**src/rtl/nor_prog_seq.sv**
```systemverilog
// Wishbone pipelined master feeding nor_bus: issues the NOR unlock/program write
// sequence for one word, then polls it until it reads back or the poll budget runs out.
module nor_prog_seq #(
  parameter int unsigned ADDRBITS  = 26,
  parameter int unsigned DATABITS  = 16,
  parameter int unsigned MAX_POLLS = 64,
  parameter int unsigned POLL_GAP  = 8
) (
  input  logic                wb_clk_i,
  input  logic                wb_rst_i,
  input  logic                req_valid_i,
  output logic                req_ready_o,
  input  logic [ADDRBITS-1:0] req_addr_i,
  input  logic [DATABITS-1:0] req_data_i,
  output logic                done_o,
  output logic [1:0]          status_o,
  output logic                busy_o,
  output logic [ADDRBITS-1:0] wbm_adr_o,
  output logic [DATABITS-1:0] wbm_dat_o,
  output logic                wbm_we_o,
  output logic                wbm_stb_o,
  output logic                wbm_cyc_o,
  input  logic                wbm_ack_i,
  input  logic                wbm_stall_i,
  input  logic                wbm_err_i,
  input  logic [DATABITS-1:0] wbm_dat_i
);

  localparam int unsigned PCW = $clog2(MAX_POLLS + 1);
  localparam int unsigned GCW = $clog2(POLL_GAP + 1);
  localparam int unsigned OCW = 3;

  localparam logic [1:0] ST_OK      = 2'b00;
  localparam logic [1:0] ST_TIMEOUT = 2'b01;
  localparam logic [1:0] ST_BUSERR  = 2'b10;

  typedef enum logic [2:0] {
    S_IDLE, S_CMD, S_CMD_WAIT, S_GAP, S_POLL, S_POLL_WAIT, S_DONE
  } state_t;

  state_t              state_q, state_d;
  logic [ADDRBITS-1:0] addr_q, addr_d;
  logic [DATABITS-1:0] data_q, data_d;
  logic [1:0]          beat_q, beat_d;
  logic [OCW-1:0]      outst_q, outst_d;
  logic [2:0]          acks_q, acks_d;
  logic [PCW-1:0]      poll_q, poll_d;
  logic [GCW-1:0]      gap_q, gap_d;

  logic                ready_d, done_d, busy_d, we_d, stb_d, cyc_d;
  logic [1:0]          status_d;
  logic [ADDRBITS-1:0] adr_d;
  logic [DATABITS-1:0] dat_d;

  logic                beat_fire_c, ack_ok_c, err_hit_c, abort_c;
  logic [1:0]          beat_n_c;
  logic [PCW-1:0]      poll_n_c;

  assign beat_fire_c = wbm_cyc_o && wbm_stb_o && !wbm_stall_i;
  assign ack_ok_c    = wbm_cyc_o && wbm_ack_i && (outst_q != '0);
  assign err_hit_c   = wbm_cyc_o && wbm_err_i;
  assign beat_n_c    = beat_q + 2'd1;
  assign poll_n_c    = poll_q + PCW'(1);

  // Next-state and next-output logic; outputs are registered below.
  always_comb begin
    state_d  = state_q;
    addr_d   = addr_q;
    data_d   = data_q;
    beat_d   = beat_q;
    acks_d   = acks_q;
    poll_d   = poll_q;
    gap_d    = gap_q;
    ready_d  = req_ready_o;
    done_d   = 1'b0;
    status_d = ST_OK;
    busy_d   = busy_o;
    adr_d    = wbm_adr_o;
    dat_d    = wbm_dat_o;
    we_d     = wbm_we_o;
    stb_d    = wbm_stb_o;
    cyc_d    = wbm_cyc_o;
    abort_c  = 1'b0;

    unique case ({beat_fire_c, ack_ok_c})
      2'b10:   outst_d = outst_q + OCW'(1);
      2'b01:   outst_d = outst_q - OCW'(1);
      default: outst_d = outst_q;
    endcase

    unique case (state_q)
      S_IDLE: begin
        ready_d = 1'b1;
        if (req_valid_i && req_ready_o) begin
          addr_d  = req_addr_i;
          data_d  = req_data_i;
          beat_d  = 2'd0;
          acks_d  = 3'd0;
          poll_d  = '0;
          outst_d = '0;
          adr_d   = ADDRBITS'(12'h555);
          dat_d   = DATABITS'(16'h00AA);
          we_d    = 1'b1;
          stb_d   = 1'b1;
          cyc_d   = 1'b1;
          ready_d = 1'b0;
          busy_d  = 1'b1;
          state_d = S_CMD;
        end
      end
      S_CMD: begin
        if (err_hit_c) begin
          abort_c = 1'b1;
        end else begin
          if (ack_ok_c) acks_d = acks_q + 3'd1;
          if (beat_fire_c) begin
            if (beat_q == 2'd3) begin
              stb_d   = 1'b0;
              state_d = S_CMD_WAIT;
            end else begin
              beat_d = beat_n_c;
              unique case (beat_n_c)
                2'd1: begin adr_d = ADDRBITS'(12'h2AA); dat_d = DATABITS'(16'h0055); end
                2'd2: begin adr_d = ADDRBITS'(12'h555); dat_d = DATABITS'(16'h00A0); end
                default: begin adr_d = addr_q; dat_d = data_q; end
              endcase
            end
          end
        end
      end
      S_CMD_WAIT: begin
        if (err_hit_c) begin
          abort_c = 1'b1;
        end else if (ack_ok_c) begin
          if (acks_q == 3'd3) begin
            cyc_d   = 1'b0;
            stb_d   = 1'b0;
            we_d    = 1'b0;
            gap_d   = '0;
            state_d = S_GAP;
          end else begin
            acks_d = acks_q + 3'd1;
          end
        end
      end
      S_GAP: begin
        if (gap_q == GCW'(POLL_GAP - 1)) begin
          adr_d   = addr_q;
          we_d    = 1'b0;
          stb_d   = 1'b1;
          cyc_d   = 1'b1;
          state_d = S_POLL;
        end else begin
          gap_d = gap_q + GCW'(1);
        end
      end
      S_POLL: begin
        if (err_hit_c) begin
          abort_c = 1'b1;
        end else if (beat_fire_c) begin
          stb_d   = 1'b0;
          state_d = S_POLL_WAIT;
        end
      end
      S_POLL_WAIT: begin
        if (err_hit_c) begin
          abort_c = 1'b1;
        end else if (ack_ok_c) begin
          poll_d = poll_n_c;
          cyc_d  = 1'b0;
          // A matching readback wins even on the final allowed poll.
          if (wbm_dat_i == data_q) begin
            done_d   = 1'b1;
            status_d = ST_OK;
            state_d  = S_DONE;
          end else if (poll_n_c == PCW'(MAX_POLLS)) begin
            done_d   = 1'b1;
            status_d = ST_TIMEOUT;
            state_d  = S_DONE;
          end else begin
            gap_d   = '0;
            state_d = S_GAP;
          end
        end
      end
      S_DONE: begin
        busy_d  = 1'b0;
        ready_d = 1'b1;
        state_d = S_IDLE;
      end
      default: begin
        state_d = S_IDLE;
        ready_d = 1'b1;
        busy_d  = 1'b0;
        cyc_d   = 1'b0;
        stb_d   = 1'b0;
        we_d    = 1'b0;
      end
    endcase

    // Bus error terminates the whole request; nothing more goes on the bus.
    if (abort_c) begin
      cyc_d    = 1'b0;
      stb_d    = 1'b0;
      we_d     = 1'b0;
      outst_d  = '0;
      done_d   = 1'b1;
      status_d = ST_BUSERR;
      state_d  = S_DONE;
    end
  end

  always_ff @(posedge wb_clk_i or negedge wb_rst_i) begin
    if (!wb_rst_i) begin
      state_q     <= S_IDLE;
      addr_q      <= '0;
      data_q      <= '0;
      beat_q      <= '0;
      outst_q     <= '0;
      acks_q      <= '0;
      poll_q      <= '0;
      gap_q       <= '0;
      req_ready_o <= 1'b1;
      done_o      <= 1'b0;
      status_o    <= 2'b00;
      busy_o      <= 1'b0;
      wbm_adr_o   <= '0;
      wbm_dat_o   <= '0;
      wbm_we_o    <= 1'b0;
      wbm_stb_o   <= 1'b0;
      wbm_cyc_o   <= 1'b0;
    end else begin
      state_q     <= state_d;
      addr_q      <= addr_d;
      data_q      <= data_d;
      beat_q      <= beat_d;
      outst_q     <= outst_d;
      acks_q      <= acks_d;
      poll_q      <= poll_d;
      gap_q       <= gap_d;
      req_ready_o <= ready_d;
      done_o      <= done_d;
      status_o    <= status_d;
      busy_o      <= busy_d;
      wbm_adr_o   <= adr_d;
      wbm_dat_o   <= dat_d;
      wbm_we_o    <= we_d;
      wbm_stb_o   <= stb_d;
      wbm_cyc_o   <= cyc_d;
    end
  end

endmodule

```
**config.mk**
```make
export PLATFORM = sky130hd
export DESIGN_NAME = nor_prog_seq
export DESIGN_NICKNAME = d
export VERILOG_FILES = /design/src/rtl/nor_prog_seq.sv
export SDC_FILE = /design/constraint.sdc
export NUM_CORES = 1
export LEC_CHECK = 0
export ABC_AREA = 1
export CAP_MARGIN = 20
export CORE_MARGIN = 10
export CORE_UTILIZATION = 38
export CTS_CLUSTER_DIAMETER = 100
export DETAILED_ROUTE_END_ITERATION = 10
export GPL_TIMING_DRIVEN = 0
export HOLD_SLACK_MARGIN = 0.02
export MAX_ROUTING_LAYER = met4
export PLACE_DENSITY = 0.72
export SYNTH_ARGS = -nofsm -noshare
export SYNTH_HDL_FRONTEND = slang
export SYNTH_SLANG_ARGS = --single-unit
```
**constraint.sdc**
```tcl
create_clock -name wb_clk_i -period 4.7 [get_ports wb_clk_i]
set_input_delay 0.94 -clock wb_clk_i [delete_from_list [all_inputs] [get_ports wb_clk_i]]
set_output_delay 0.94 -clock wb_clk_i [all_outputs]
set_load 0.02 [all_outputs]
```
======== Word level (Yosys, flattened, before mapping) ========
Index checks and enable logic that the tools add are counted.
cells by class
  add/subtract/negate cells ............... 6
  multiply operators ...................... 0
  div/mod/pow operators ................... 0
  order comparisons ....................... 0
  equal/unequal tests ..................... 45
  shift-type cells ........................ 0
  mux-type cells .......................... 94
  bitwise logic cells ..................... 1
  reductions and logical operators ........ 30
operators by type and width
  cell                count
  $mux 26             5
  $pmux 26 s3         1
  $mux 3              24
  $mux 16             4
  $pmux 16 s2         2
  $pmux 26 s2         1
  $ne 3x3->1 const B  12
  $mux 4              8
  $mux 1              30
  $ne 2x2->1 const B  15
  $mux 7              3
  $pmux 3 s6          1
  $eq 16x16->1        1
  $pmux 7 s2          1
  $pmux 4 s3          1
  $reduce_and 12->1   1
  $reduce_and 6->1    2
  $reduce_bool 3->1   4
  $reduce_and 11->1   1
  $mux 2              5
  $eq 3x2->1 const B  3
  $eq 3x3->1 const B  3
  $pmux 3 s3          1
  $reduce_and 9->1    1
  31 further kinds    46
storage, ports and cells
  bits in registers ....................... 114
  bits in latches ......................... 0
  RAM bits ................................ 0
  bits in read-only memories .............. 0
  input port bits ......................... 64
  output and inout port bits .............. 50
  logic and storage cells ................. 193
  memories ................................ 0

======== Longest topological paths before layout ========
Gate-level depths: netlist (run 1).
  depth in word-level cells ............... 8
  gate-level depth with buffers ........... 13
  depth with buffers taken out ............ 13

======== Worst setup path before layout (run 1) ========
OpenSTA, ideal clock, no wires.
  kind .................................... input-to-reg
  start ................................... in wbm_stall_i
  end ..................................... reg outst_q[2]
  setup time .............................. 94 ps
  arrival ................................. 2242 ps
  required time ........................... 4606 ps
  setup slack ............................. 2364 ps
  stages on the path ...................... 8
  path through ............................ nor2_1 -> inv_2 -> ha_1 -> fa_1 -> a21oi_1 -> o21a_1 -> o21ai_0 -> a211oi_1
between the ends
  cells in the longest elaborated chain, start to end .. 7
RTL lines
  what                                      RTL line  RTL
  start, declared                           24        input logic wbm_stall_i,
  $logic_not 1->1 *                         59        assign beat_fire_c = wbm_cyc_o && wbm_stb_o && !wbm_stall_i;
  $logic_and 1x1->1 *                       59
  $eq 2x1->1 or $eq 2x2->1 (tied branches)  85        unique case ({beat_fire_c, ack_ok_c})
  $pmux 3 s2 *                              85
  $mux 3                                    94        if (req_valid_i && req_ready_o) begin
  $mux 3 *                                  91        unique case (state_q)
  $mux 3 *                                  202       if (abort_c) begin
  net outst_d[2]                            45        logic [OCW-1:0] outst_q, outst_d;
  end signal, assigned                      237       outst_q <= outst_d;
  end, declared                             45
The timed path passes the listed nets; every way through them passes the cells marked *.
A chain may end at the register's enable or synchronous reset.

======== Final worst setup path (run 1) ========
Ends and elaborated chain as after synthesis.

==> results of run 1 <==
[synth_stat cells (5+ instances only)]
cell type	instances	area, µm²
a21oi_1	23	115
inv_1	58	218
dfrtp_1	113	2830
buf_2	8	40.0
a2bb2oi_2	5	75.1
nor2_1	62	233
inv_2	11	41.3
nand2_1	275	1030
ha_1	7	87.6
o21ai_0	56	280
nor2_2	7	43.8
clkbuf_1	9	33.8
o21ai_1	15	75.1
nand3_1	18	90.1
[layer usage]
layer  wire (µm)  part of all wire (%)  track usage [%]
met5           0                     0                -
met4         342                   2.3             6.85
met3         823                   5.4             4.53
met2        7180                    47             24.5
met1        6770                    45             19.6
[power groups by stage]
stage	Clock (µW)	Sequential [µW]	Combinational, µW
4_1_cts	1390	984	90.8
6_report	1370	984	89.0
3_5_place_dp	0	1000	90.0
2_1_floorplan	0	1000	10.2
3_3_place_gp	0	1000	86.6
5_1_grt	1430	983	98.3
[sequential cells by signal (all words and copies together), names as in the netlist, 2 cells and up]
signal and cells:
addr_q 26, wbm_adr_o 26, data_q 16, wbm_dat_o 16
poll_q 7, gap_q 4, acks_q 3, outst_q 3
state_q 3, beat_q 2, status_o 2
[area by class of cell]
cell class / instances / area (µm²)
plain buffers: 19 / 88.8
clock buffers: 18 / 429
clock inverters: 12 / 190
fillers: 1320 / 6530
inverters: 70 / 263
multi-input cells: 494 / 2250
flip-flops and latches: 114 / 2850
well taps: 180 / 225
repair buffers: 114 / 1160
[per-stage QoR]
stage	setup TNS (ps)	setup WS, ps	cell area [µm²]	hold WS (ps)
2_1_floorplan	0	2360	5460	437
3_3_place_gp	-196240	-1740	6820	451
3_5_place_dp	0	1740	6840	456
4_1_cts	0	2170	7460	457
5_1_grt	0	1970	7460	480
6_report	0	2120	7460	449
[kinds of logic after synthesis]
family,synth area share [%]
and+or+nand+nor,27.3
AOI/OAI and AO/OA,11.5
muxes,0.183
DFF,52.3
buffers and inverters,6.44
adders and majority gates,1.97
xor gates and xnor gates,0.321
[worst paths after layout]
path / from / endpoint / slack [ps] / cells after the start
min reg2reg: addr_q[15] / addr_q[15] / 470 / 2
min in group wb_clk_i: addr_q[15] / addr_q[15] / 470 / 2
max: wbm_stall_i / outst_q[2] / 2120 / 9
min: wb_rst_i / data_q[12] / 450 / 1
max reg2reg: state_q[2] / poll_q[1] / 2530 / 8
max in group asynchronous: wb_rst_i / req_ready_o / 3530 / 2
==> results.cfg, run 1 <==
[synth]
synth_edf_count = 0
async_reset_ff_share_pct = 100
yosysSeqAreaShare_pct = 52.3
syn_nets = 769
syn-cell-area_um2 = 5460
syn_inst = 697
ys_ff_latch = 114
yosys_warnings = 0
synth_top_flop_cell = dfrtp_1
avgSynthCellArea_um2 = 7.83
synth_cell_types = 35

[floorplanning]
core_um2 = 14000
die_h_um = 140
initial_core_util_pct = 39.0
die_w_um = 140
dieArea_um2 = 19600
rows = 43
ios = 114

[sta]
maxSlewViolCount = 0
slew_headroom_pct = 52.6
final-setup-viol-count = 0
tightest_slew_ps = 703
fin_skew_ps = 8.04
fmax_mhz = 388
finalHoldViolCount = 0
rsz0062_at_grt = false
period_needed_ps = 2580
post-route-period-util_pct = 54.8

[drt]
wl_per_cell_um = 14.8
wl_um = 15100
ant_nets = 0
firstDrtPassIters = 7
initialDrtViolationCount = 369
vias = 4904
drc = 0
routed_via_density = 4.80

[power_and_ir_drop]
swShare_pct = 19.7
peakVddDrop_mv = 0.207
p_per_area_nw_per_um2 = 328
intPower_uw = 1960
p_leak_uw = 0.00379
power_uw = 2440
switchingPower_uw = 482
combinationalPowerShare_pct = 3.6
seq_power_share_pct = 40.2
clkPwrFrac_pct = 56.1

[setup_path]
slowest_delay_ps = 400
worstPathCellList = clkdlybuf4s50_1 > nor2_1 > inv_2 > ha_1 > fa_1 > a21oi_1 > o21a_1 > o21ai_0 > a211oi_1
crit_path_max_fanout = 3
crit_buf_inv = 2
cp-end-kind = flop
crit_family = adder cells
slowest_stage = clkdlybuf4s50_1
crit_type = input port to flop
start_kind = input port
required_ps = 5020
worstPathArrival_ps = 2900

[grt]
grt_max_degree = 68
grt_pass1_vias = 4839
antenna_found_initial = 0
grt_overflow = 0
grt_use_total_pct = 16.1
grt_first_pass_wirelength_um = 24800

[final_layout]
final_core_util_pct = 53.4
layout_common_cells = nand2_1, dfrtp_1, clkdlybuf4s50_1, nor2_1, inv_1
finalNetCount = 902
area_delta_synth_final_pct = 36.7
final_cells = 1021
diodes = 0
layout_commonest_cell = nand2_1
drive_above_1_share_pct = 9.16

[cts]
cts_made_buffers = 17
cts_buffer_depth = 2
cts_root_buf = clkbuf_16
htree_levels = 4
clock_sinks = 114
cts_setup_buffers = 0
hold_buffers = 0
cts_resized = 0
clkTransAtPathRegs_ps = 50
cts_tree = built
worstSkewPairLatency_ps = 420

[flow_run]
maxCapViolCount = 0

[placed_design]
port-buffer-count = 113
gp_congestion = 0.908
placed_cells_incl_taps = 991
hpwlAfterDp_um = 11000

[run_status]
outcome = finished, final reports clean

[worst_hold_path]
min-delay-path-class = input port to async pin
(Power assumes the default switching activity.)
==> run 2, diff against run 1 <==
--- a/config.mk
+++ b/config.mk
@@ -14,7 +14,7 @@
 export GPL_TIMING_DRIVEN = 0
 export HOLD_SLACK_MARGIN = 0.02
 export MAX_ROUTING_LAYER = met4
-export PLACE_DENSITY = 0.72
+export PLACE_DENSITY = 0.75
 export SYNTH_ARGS = -nofsm -noshare
 export SYNTH_HDL_FRONTEND = slang
 export SYNTH_SLANG_ARGS = --single-unit
==> constraint.sdc (replaced) <==
create_clock -name wb_clk_i -period 2.35 [get_ports wb_clk_i]
set_input_delay 0.47 -clock wb_clk_i [delete_from_list [all_inputs] [get_ports wb_clk_i]]
set_output_delay 0.47 -clock wb_clk_i [all_outputs]
set_load 0.02 [all_outputs]
==> results.cfg, run 2 (synthesis results as in run 1) <==
[run_status]
outcome = finished, final reports clean

[final_layout]
layout_commonest_cell = nand2_1
layout_common_cells = nand2_1, dfrtp_1, clkdlybuf4s50_1, nor2_1, inv_1
finalNetCount = 903
reg.largest.list = addr_q: 26 flops, wbm_adr_o: 26 flops
area_delta_synth_final_pct = 36.4
drive_above_1_share_pct = 9.24
diodes = 0

[placed_design]
gp_congestion = 0.885
pre_cts_ws_ps = -146
hpwlAfterDp_um = 10900
port-buffer-count = 113

[sta]
slew_headroom_pct = 57.1
fin_ws_ps = 226
period_needed_ps = 2120
post-route-period-util_pct = 90.4
finalHoldViolCount = 0
maxSlewViolCount = 0
final-setup-viol-count = 0
fmax_mhz = 471
tightest_slew_ps = 637
fin_skew_ps = 8.59
rsz0062_at_grt = false

[grt]
grt_overflow = 0
grt_max_degree = 73
grt_use_total_pct = 15.4
grt_first_pass_wirelength_um = 23900
grt_pass1_vias = 4711
antenna_found_initial = 0

[setup_path]
required_ps = 2680
start_kind = flop
r2r_start = wbm_cyc_o
cp-end-kind = flop
rr_worst_depth = 9
r2r-end = outst_q[2]
crit_type = flop to flop
r2r_setup_slack_ps = 230
crit_path_max_fanout = 5
worstPathArrival_ps = 2450

[drt]
wl_um = 14600
wl_per_cell_um = 14.3
drc = 0
vias = 4818
firstDrtPassIters = 6
initialDrtViolationCount = 305
ant_nets = 0
routed_via_density = 4.71

[cts]
clkTransAtPathRegs_ps = 50
cts_tree = built
cts_setup_buffers = 0
worstSkewPairLatency_ps = 430
cts_buffer_depth = 2
cts_resized = 0
clock_sinks = 114
cts_made_buffers = 17
cts_root_buf = clkbuf_16
htree_levels = 4
hold_buffers = 1

[floorplanning]
dieArea_um2 = 19600
die_w_um = 140
rows = 43
initial_core_util_pct = 39.0
core_um2 = 14000
ios = 114
die_h_um = 140

[power_and_ir_drop]
power_uw = 4700
peakVddDrop_mv = 0.424
p_per_area_nw_per_um2 = 631
p_leak_uw = 0.00377

[worst_hold_path]
hold_end = addr_q[16]
min-delay-path-class = flop to flop
worstHoldPathCells = 2
hp-start = addr_q[16]

[flow_run]
maxCapViolCount = 0
## run 2: cell types whose count changed in the layout (fill, tap and decap cells not counted), sizes merged
cell,before,now
bufinv,5,2
clkbuf,27,30
clkinv,6,5
clkinvlp,2,4
dlygate4sd3,0,1
inv,69,70
## run 2: power breakdown
group	total, µW	switching, µW	leakage (µW)	internal [µW]
Clock	2550	935	0.000276	1620
Combinational	180	72.8	0.00215	107
Sequential	1970	0.985	0.00134	1970
## run 2: final cells by class
class / count / area (µm²)
Tap cell: 180 / 225
Buffer: 19 / 88.8
Inverter: 70 / 263
Clock buffer: 21 / 460
Timing Repair Buffer: 115 / 1170
Sequential cell: 114 / 2850
Clock inverter: 11 / 130
Multi-Input combinational cell: 494 / 2250
Fill cell: 1307 / 6540
## run 2: how the worst max path moves through the flow
stage / start / endpoint / slack [ps] / depth (start not counted)
after floorplan: wbm_cyc_o / outst_q[2] / 410 / 9
after global placement: wb_rst_i / wbm_adr_o[19] / -3630 / 1
after detailed placement: wbm_stall_i / outst_q[2] / -150 / 9
after CTS: state_q[2] / poll_q[1] / 220 / 8
after global routing: outst_q[1] / outst_q[2] / 20 / 10
final: wbm_cyc_o / outst_q[2] / 230 / 9
## run 2: routing by layer
layer,GRT usage [%],vias up,share of wire (%)
met1,19.1,2211,47
li1,-,2469,-
met4,5.82,0,1.7
met2,23.4,117,47
met3,4.46,21,4.5
met5,-,-,0
## run 2: stage by stage
step | cell area [µm²] | std cells | hold slack [ps] | setup TNS [ps] | utilization [%]
3_3_place_gp | 6820 | 990 | 452 | -411000 | 48.7
4_1_cts | 7440 | 1024 | 471 | 0 | 53.2
3_5_place_dp | 6840 | 991 | 417 | -146 | 48.9
5_1_grt | 7440 | 1024 | 486 | 0 | 53.2
2_1_floorplan | 5460 | 697 | 174 | 0 | -
6_report | 7440 | 1024 | 467 | 0 | 53.2
## run 2: worst max-delay path: stages, from the launching register on
cell	delay, ps
dfrtp_1	400
nand2_1	60
nor2_1	270
inv_2	110
ha_1	240
fa_1	400
a21oi_1	140
o21a_1	160
o21ai_0	80
a211oi_1	170
==> run 3, diff against run 2 <==
--- a/config.mk
+++ b/config.mk
@@ -7,7 +7,7 @@
 export LEC_CHECK = 0
 export ABC_AREA = 1
 export CAP_MARGIN = 20
-export CORE_MARGIN = 10
+export CORE_MARGIN = 1.5
 export CORE_UTILIZATION = 38
 export CTS_CLUSTER_DIAMETER = 100
 export DETAILED_ROUTE_END_ITERATION = 10
@@ -15,6 +15,7 @@
 export HOLD_SLACK_MARGIN = 0.02
 export MAX_ROUTING_LAYER = met4
 export PLACE_DENSITY = 0.75
+export SKIP_CTS_REPAIR_TIMING = 1
 export SYNTH_ARGS = -nofsm -noshare
 export SYNTH_HDL_FRONTEND = slang
 export SYNTH_SLANG_ARGS = --single-unit
==> results.cfg, run 3 (synthesis results as in run 1) <==
[floorplanning]
dieArea_um2 = 15100
rows = 43
core_um2 = 13900
die_h_um = 123
initial_core_util_pct = 39.2
die_w_um = 123
ios = 114

[grt]
grt_max_degree = 72
grt_use_total_pct = 20.2
grt_first_pass_wirelength_um = 22500
antenna_found_initial = 0
grt_pass1_vias = 4560
grt_overflow = 0

[cts]
clock_sinks = 114
cts_tree = built
cts_buffer_depth = 2
cts_made_buffers = 17
htree_levels = 4
worstSkewPairLatency_ps = 420
clkTransAtPathRegs_ps = 50
cts_root_buf = clkbuf_16

[setup_path]
cp-end-kind = flop
worstPathArrival_ps = 2400
start_kind = input port
crit_type = input port to flop
required_ps = 2660
crit_path_max_fanout = 3

[final_layout]
drive_above_1_share_pct = 9.26
fin_area_um2 = 7530
layout_commonest_cell = nand2_1
final_cells = 1022
diodes = 0
area_delta_synth_final_pct = 37.9
layout_common_cells = nand2_1, dfrtp_1, clkdlybuf4s50_1, nor2_1, inv_1
nFillCells = 1300
finalNetCount = 903
reg.largest.list = addr_q: 26 flops, wbm_adr_o: 26 flops

[placed_design]
placed_cells_incl_taps = 991
hpwlAfterDp_um = 9910
port-buffer-count = 113
pre_cts_ws_ps = -108
gp_congestion = 0.838
placed_cell_area_um2 = 6840

[power_and_ir_drop]
power_uw = 5080
combinationalPowerShare_pct = 3.5
p_leak_uw = 0.00382
swShare_pct = 18.7
switchingPower_uw = 951
clkPwrFrac_pct = 57.7
seq_power_share_pct = 38.7
p_per_area_nw_per_um2 = 675
peakVddDrop_mv = 0.389
intPower_uw = 4130

[drt]
routed_via_density = 4.78
drc = 0
ant_nets = 0
firstDrtPassIters = 4
vias = 4890
wl_per_cell_um = 13.3
initialDrtViolationCount = 355
wl_um = 13600

[worst_hold_path]
min-delay-path-class = flop to flop

[sta]
tightest_slew_ps = 615
rsz0062_at_grt = false
tns_ps = 0
post-route-period-util_pct = 88.8
fmax_mhz = 479
fin_ws_ps = 263
fin_skew_ps = 11.4
maxSlewViolCount = 0
slew_headroom_pct = 58.6
final-setup-viol-count = 0
finalHoldViolCount = 0
period_needed_ps = 2090

[run_status]
outcome = finished, final reports clean

[flow_run]
maxCapViolCount = 0
-- run 3: path summary, 6_finish.rpt --
| kind | start | to | slack, ps | cells after the start |
|---|---|---|---|---|
| worst max-delay path | wbm_stall_i | outst_q[2] | 260 | 9 |
| worst min-delay path | addr_q[0] | addr_q[0] | 470 | 2 |
| worst max register to register | wbm_cyc_o | outst_q[2] | 270 | 9 |
| worst min register to register | addr_q[0] | addr_q[0] | 470 | 2 |
| max in group asynchronous | wb_rst_i | state_q[1] | 1130 | 3 |
| min in group asynchronous | wb_rst_i | data_q[12] | 540 | 2 |
-- run 3: power groups by stage --
stage | Clock (µW) | Sequential, µW | Combinational, µW
final | 2930 | 1970 | 179
after global placement | 0 | 2000 | 174
after CTS | 2980 | 1970 | 182
after global routing | 3080 | 1970 | 200
after floorplan | 0 | 2000 | 20.4
after detailed placement | 0 | 2000 | 181
-- run 3: critical path, cell delays in order --
cell and delay (ps):
clkdlybuf4s50_1 400, nor2_1 260, inv_2 100, ha_1 230
fa_1 390, a21oi_1 140, o21a_1 150, o21ai_0 70
a211oi_1 190
-- run 3: cell type report --
cell class	count	area, µm²	area share [%]
Buffer	19	88.8	1.18
Timing Repair Buffer	115	1170	15.5
Inverter	70	263	3.49
Sequential cell	114	2850	37.9
Multi-Input combinational cell	494	2250	29.9
Clock inverter	10	205	2.73
Clock buffer	20	467	6.20
Tap cell	180	225	2.99
-- run 3: routing by layer --
metal	routed length, µm	track usage, %
met3	561	4.00
met2	6310	29.5
met4	401	9.16
met5	0	-
met1	6320	27.2
-- run 3: through the flow --
stage	hold WS [ps]	util (%)
floorplan	174	-
global placement	451	48.9
detailed placement	419	49.1
CTS	-18.7	53.9
global route	487	54.0
finish	469	54.0
==> RTL change 1, RTL diff (flow settings as in run 1) <==
The parameter `MAX_POLLS` goes from 64 to 128.
--- a/src/rtl/nor_prog_seq.sv
+++ b/src/rtl/nor_prog_seq.sv
@@ -4,5 +4,5 @@
   parameter int unsigned ADDRBITS  = 26,
   parameter int unsigned DATABITS  = 16,
-  parameter int unsigned MAX_POLLS = 64,
+  parameter int unsigned MAX_POLLS = 128,
   parameter int unsigned POLL_GAP  = 8
 ) (
Check against the original RTL: same outputs for any inputs over 4 cycles, from zero or initial values and one cycle with wb_rst_i low; that may be too few to reach the edited logic, so the function may still have changed.
==> RTL change 1 against run 1 <==
Area after synthesis increased by 1.6%. Routed wire length increased by 1.2%. Register-to-register slack improved by 0.02 ns. Sequential cell count increased by 1. Critical path depth unchanged. Via count increased by 2.0%. Final area increased by 0.65%. Synthesized cell count increased by 1.1%. Worst setup slack improved by 0.031 ns. Critical path type unchanged. Highest routed layer unchanged.
Power is not compared: it rests on default switching activity, and its combinational part moved more than twofold at a synthesized area within 25%.
==> RTL change 1: results (changes against run 1) <==
[run_status]
status=complete, no violations

[setup_path]
cp_slowest_stage_delay_ns=0.42  ; +0.02 ns
cp.arrival_ns=2.86  ; -0.04 ns
ff2ff_path_depth=10  ; +2
critPathMaxFanout=4  ; +1

[yosys]
synth_xor_area_share_pct=1.263  ; +0.94 points
synth_fa_ha_area_share_pct=1.940  ; -0.032 points
synthTopCellsByArea=dfrtp_1, nand2_1, nand3_1
synth_commonest_cells=nand2_1, dfrtp_1, nor2_1
syn-num-nets=777  ; +1.0%
synth_compound_area_share_pct=8.390  ; -3.1 points
ys_seq_area_share_pct=51.89  ; -0.39 points
synth_mux_area_share_pct=0.1804  ; -0.0029 points

[drt]
wl_mm=15.31  ; +1.2%
dr.first_iter.drc_count=367  ; -0.54%
firstDrtPassIters=5  ; -2
wire_per_inst_um=14.79  ; -0.13%
viasPerCell=4.835  ; +0.66%

[global_route]
track_usage_pct=16.14  ; +0.054 points
met2_usage_pct=25.47  ; +0.99 points
grt_max_degree=90  ; +32%
use_met3_pct=4.535  ; +0.0094 points
grtUsageMet1_pct=19.46  ; -0.14 points
grt_pass1_wl_mm=25.19  ; +1.4%

[finish]
clock_area_share_pct=7.645  ; -0.65 points
nClkBuffers=21  ; +3
design.seq.count=115  ; +0.88%
nonClkBufAreaFrac_pct=17.17  ; +0.44 points
regArea_um2=2879  ; +0.88%
final_layout_size_suffix_gt1_share_pct=8.931  ; -0.23 points
n_all_buffers=136  ; +2.3%
nets=910  ; +0.89%
fill_cells=1412  ; +7.0%
inv_count=56  ; -20%
multiInputGateArea_um2=2328  ; +3.3%
nMultiInputCombCells=512  ; +3.6%

[sta]
fin_skew_ns=0.01393  ; +0.005889 ns
slew-limit-headroom_pct=60.28  ; +7.7 points

[place]
routabilityCongestion=0.8696  ; -4.3%
hpwl_mm=11.13  ; +0.80%
dpl.cell_count=1003  ; +1.2%

[clock_network]
root_buffer=clkbuf_16

==> RTL change 1: worst paths after layout <==
check	from	end	slack (ns)
max	wbm_ack_i	outst_q[2]$_DFF_PN0_	2.16
min	wb_rst_i	wbm_adr_o[13]$_DFFE_PN0P_	0.38
max reg2reg	outst_q[0]$_DFF_PN0_	outst_q[2]$_DFF_PN0_	2.55
min reg2reg	addr_q[15]$_DFFE_PN0P_	addr_q[15]$_DFFE_PN0P_	0.47
max in group asynchronous	wb_rst_i	req_ready_o$_DFFE_PN1N_	3.55
min in group wb_clk_i	addr_q[15]$_DFFE_PN0P_	addr_q[15]$_DFFE_PN0P_	0.47
==> RTL change 1: layer usage <==
metal / part of all wire [%] / routed length [um]
met5: 0 / 0
met4: 1.8 / 276
met3: 5.3 / 814
met2: 48 / 7407
met1: 44 / 6810
==> RTL change 1: metrics by stage <==
step / setup TNS (ns) / cell area, um2
floorplan: 0 / 5548
global placement: -218.84 / 6909
detailed placement: 0 / 6938
CTS: 0 / 7512
global route: 0 / 7512
finish: 0 / 7512
==> RTL change 2, RTL diff (config.mk and constraints of run 1) <==
Without the edit above. Put one more register stage on the output `status_o`. The value now appears one clock later. The other outputs are not delayed to match.
--- a/src/rtl/nor_prog_seq.sv
+++ b/src/rtl/nor_prog_seq.sv
@@ -39,4 +39,6 @@
   } state_t;
 
+  logic [1:0] status_s0;
+
   state_t              state_q, state_d;
   logic [ADDRBITS-1:0] addr_q, addr_d;
@@ -223,5 +225,5 @@
       req_ready_o <= 1'b1;
       done_o      <= 1'b0;
-      status_o    <= 2'b00;
+      status_s0   <= 2'b00;
       busy_o      <= 1'b0;
       wbm_adr_o   <= '0;
@@ -241,5 +243,5 @@
       req_ready_o <= ready_d;
       done_o      <= done_d;
-      status_o    <= status_d;
+      status_s0   <= status_d;
       busy_o      <= busy_d;
       wbm_adr_o   <= adr_d;
@@ -251,4 +253,8 @@
   end
 
+  always_ff @(posedge wb_clk_i) begin
+    status_o <= status_s0;
+  end
+
 endmodule
 
Function: changed (a bounded check fails within 4 cycles, from zero or initial values and one cycle with wb_rst_i low).
==> RTL change 2 against run 1 <==
Routed wire length is 0.24% lower. Area after synthesis grew 1.9%. Sequential share of layout area increased by 0.27 points. Final area increased by 0.70%. Worst hold slack got worse by 0.11 ns. Worst setup slack better by 0.056 ns. Sequential cell count grew 2.
Power is not compared: it rests on default switching activity, and its combinational part moved more than twofold at a synthesized area within 25%.
==> RTL change 2: results (changes against run 1) <==
[clock_network]
cts_inserted_buffers=17  ; unchanged
root_buffer=clkbuf_16

[yosys]
synth_commonest_cells=nand2_1, dfrtp_1, inv_1
synth_fa_ha_area_share_pct=1.935  ; -0.036 points
synthTopCellsByArea=dfrtp_1, nand2_1, inv_1
synth_xor_area_share_pct=0.3150  ; -0.0058 points
synth_compound_area_share_pct=9.766  ; -1.7 points
synthArstFlopShare_pct=98.28  ; -1.7 points
syn-num-nets=788  ; +2.5%
syn-instance-count=716  ; +2.7%
synth_mux_area_share_pct=0  ; -0.18 points
ys_types=34  ; -2.9%
ys_seq_area_share_pct=52.05  ; -0.23 points

[finish]
nMultiInputCombCells=496  ; +0.40%
nets=921  ; +2.1%
multi_input_area_share_pct=29.92  ; -0.28 points
inv_count=82  ; +17%
nClkBuffers=20  ; +2
fill_cells=1383  ; +4.8%
clock_area_share_pct=7.525  ; -0.77 points
largest_class=sequential cells
n_all_buffers=136  ; +2.3%
fin_util_pct=52.11  ; -1.2 points
seq_share_pct=38.51  ; +0.27 points
design.seq.count=116  ; +1.8%
final_layout_size_suffix_gt1_share_pct=8.023  ; -1.1 points
nonClkBufAreaFrac_pct=16.90  ; +0.17 points

[drt]
top_layer=met4
vias=5001  ; +2.0%
dr.first_iter.drc_count=317  ; -14%
wl_mm=15.09  ; -0.24%
wl_met1_mm=6.780  ; about the same
dr_wl_met2_mm=7.216  ; +0.49%
viasPerCell=4.790  ; -0.27%
firstDrtPassIters=6  ; -1
wl_met3_um=674  ; -18%

[global_route]
grt_antenna_before_repair=0  ; unchanged
use_met3_pct=3.359  ; -1.2 points
track_usage_pct=16.17  ; +0.083 points
grt-busiest-layer=met2
grt_pass1_wl_mm=25.21  ; +1.5%
met2_usage_pct=25.12  ; +0.65 points

[pwr]
p_seq_share_pct=32.6
leakagePower_nw=3.729

[place]
dpl.cell_count=1014  ; +2.3%
hpwl_mm=10.97  ; -0.69%
post_dp_cell_area_um2=6950  ; +1.6%
routabilityCongestion=0.8939  ; -1.6%

[min_path]
hp-class=reg -> reg

[run_status]
status=complete, no violations

[setup_path]
cp_slowest_stage_delay_ns=0.61  ; +0.21 ns
critPathTopFamily=buffers and inverters
ff2ff_path_depth=9  ; +1

[sta]
fin_skew_ns=0.006964  ; -0.001077 ns
tightest_slew_ns=0.6617  ; -0.04171 ns

[floorplan]
die_w_um=141.0  ; +0.79%

[RTL change 2: metrics by stage]
step	worst slack (ns)	TNS [ns]
after CTS	2.157	0
after global placement	-1.862	-209.62
after detailed placement	1.835	0
after global routing	2.064	0
final	2.180	0
after floorplan	2.394	0
[RTL change 2: path summary, 6_finish.rpt]
path | start | endpoint | slack (ns)
max | req_ready_o$_DFFE_PN1N_ | req_ready_o | 2.18
max reg2reg | state_q[2]$_DFFE_PN0P_ | wbm_adr_o[12]$_DFFE_PN0P_ | 2.52
min reg2reg | status_s0[1]$_DFF_PN0_ | status_o[1]$_DFF_P_ | 0.34
min in group asynchronous | wb_rst_i | busy_o$_DFFE_PN0P_ | 0.38
min | status_s0[1]$_DFF_PN0_ | status_o[1]$_DFF_P_ | 0.34
max in group asynchronous | wb_rst_i | data_q[9]$_DFFE_PN0P_ | 3.60
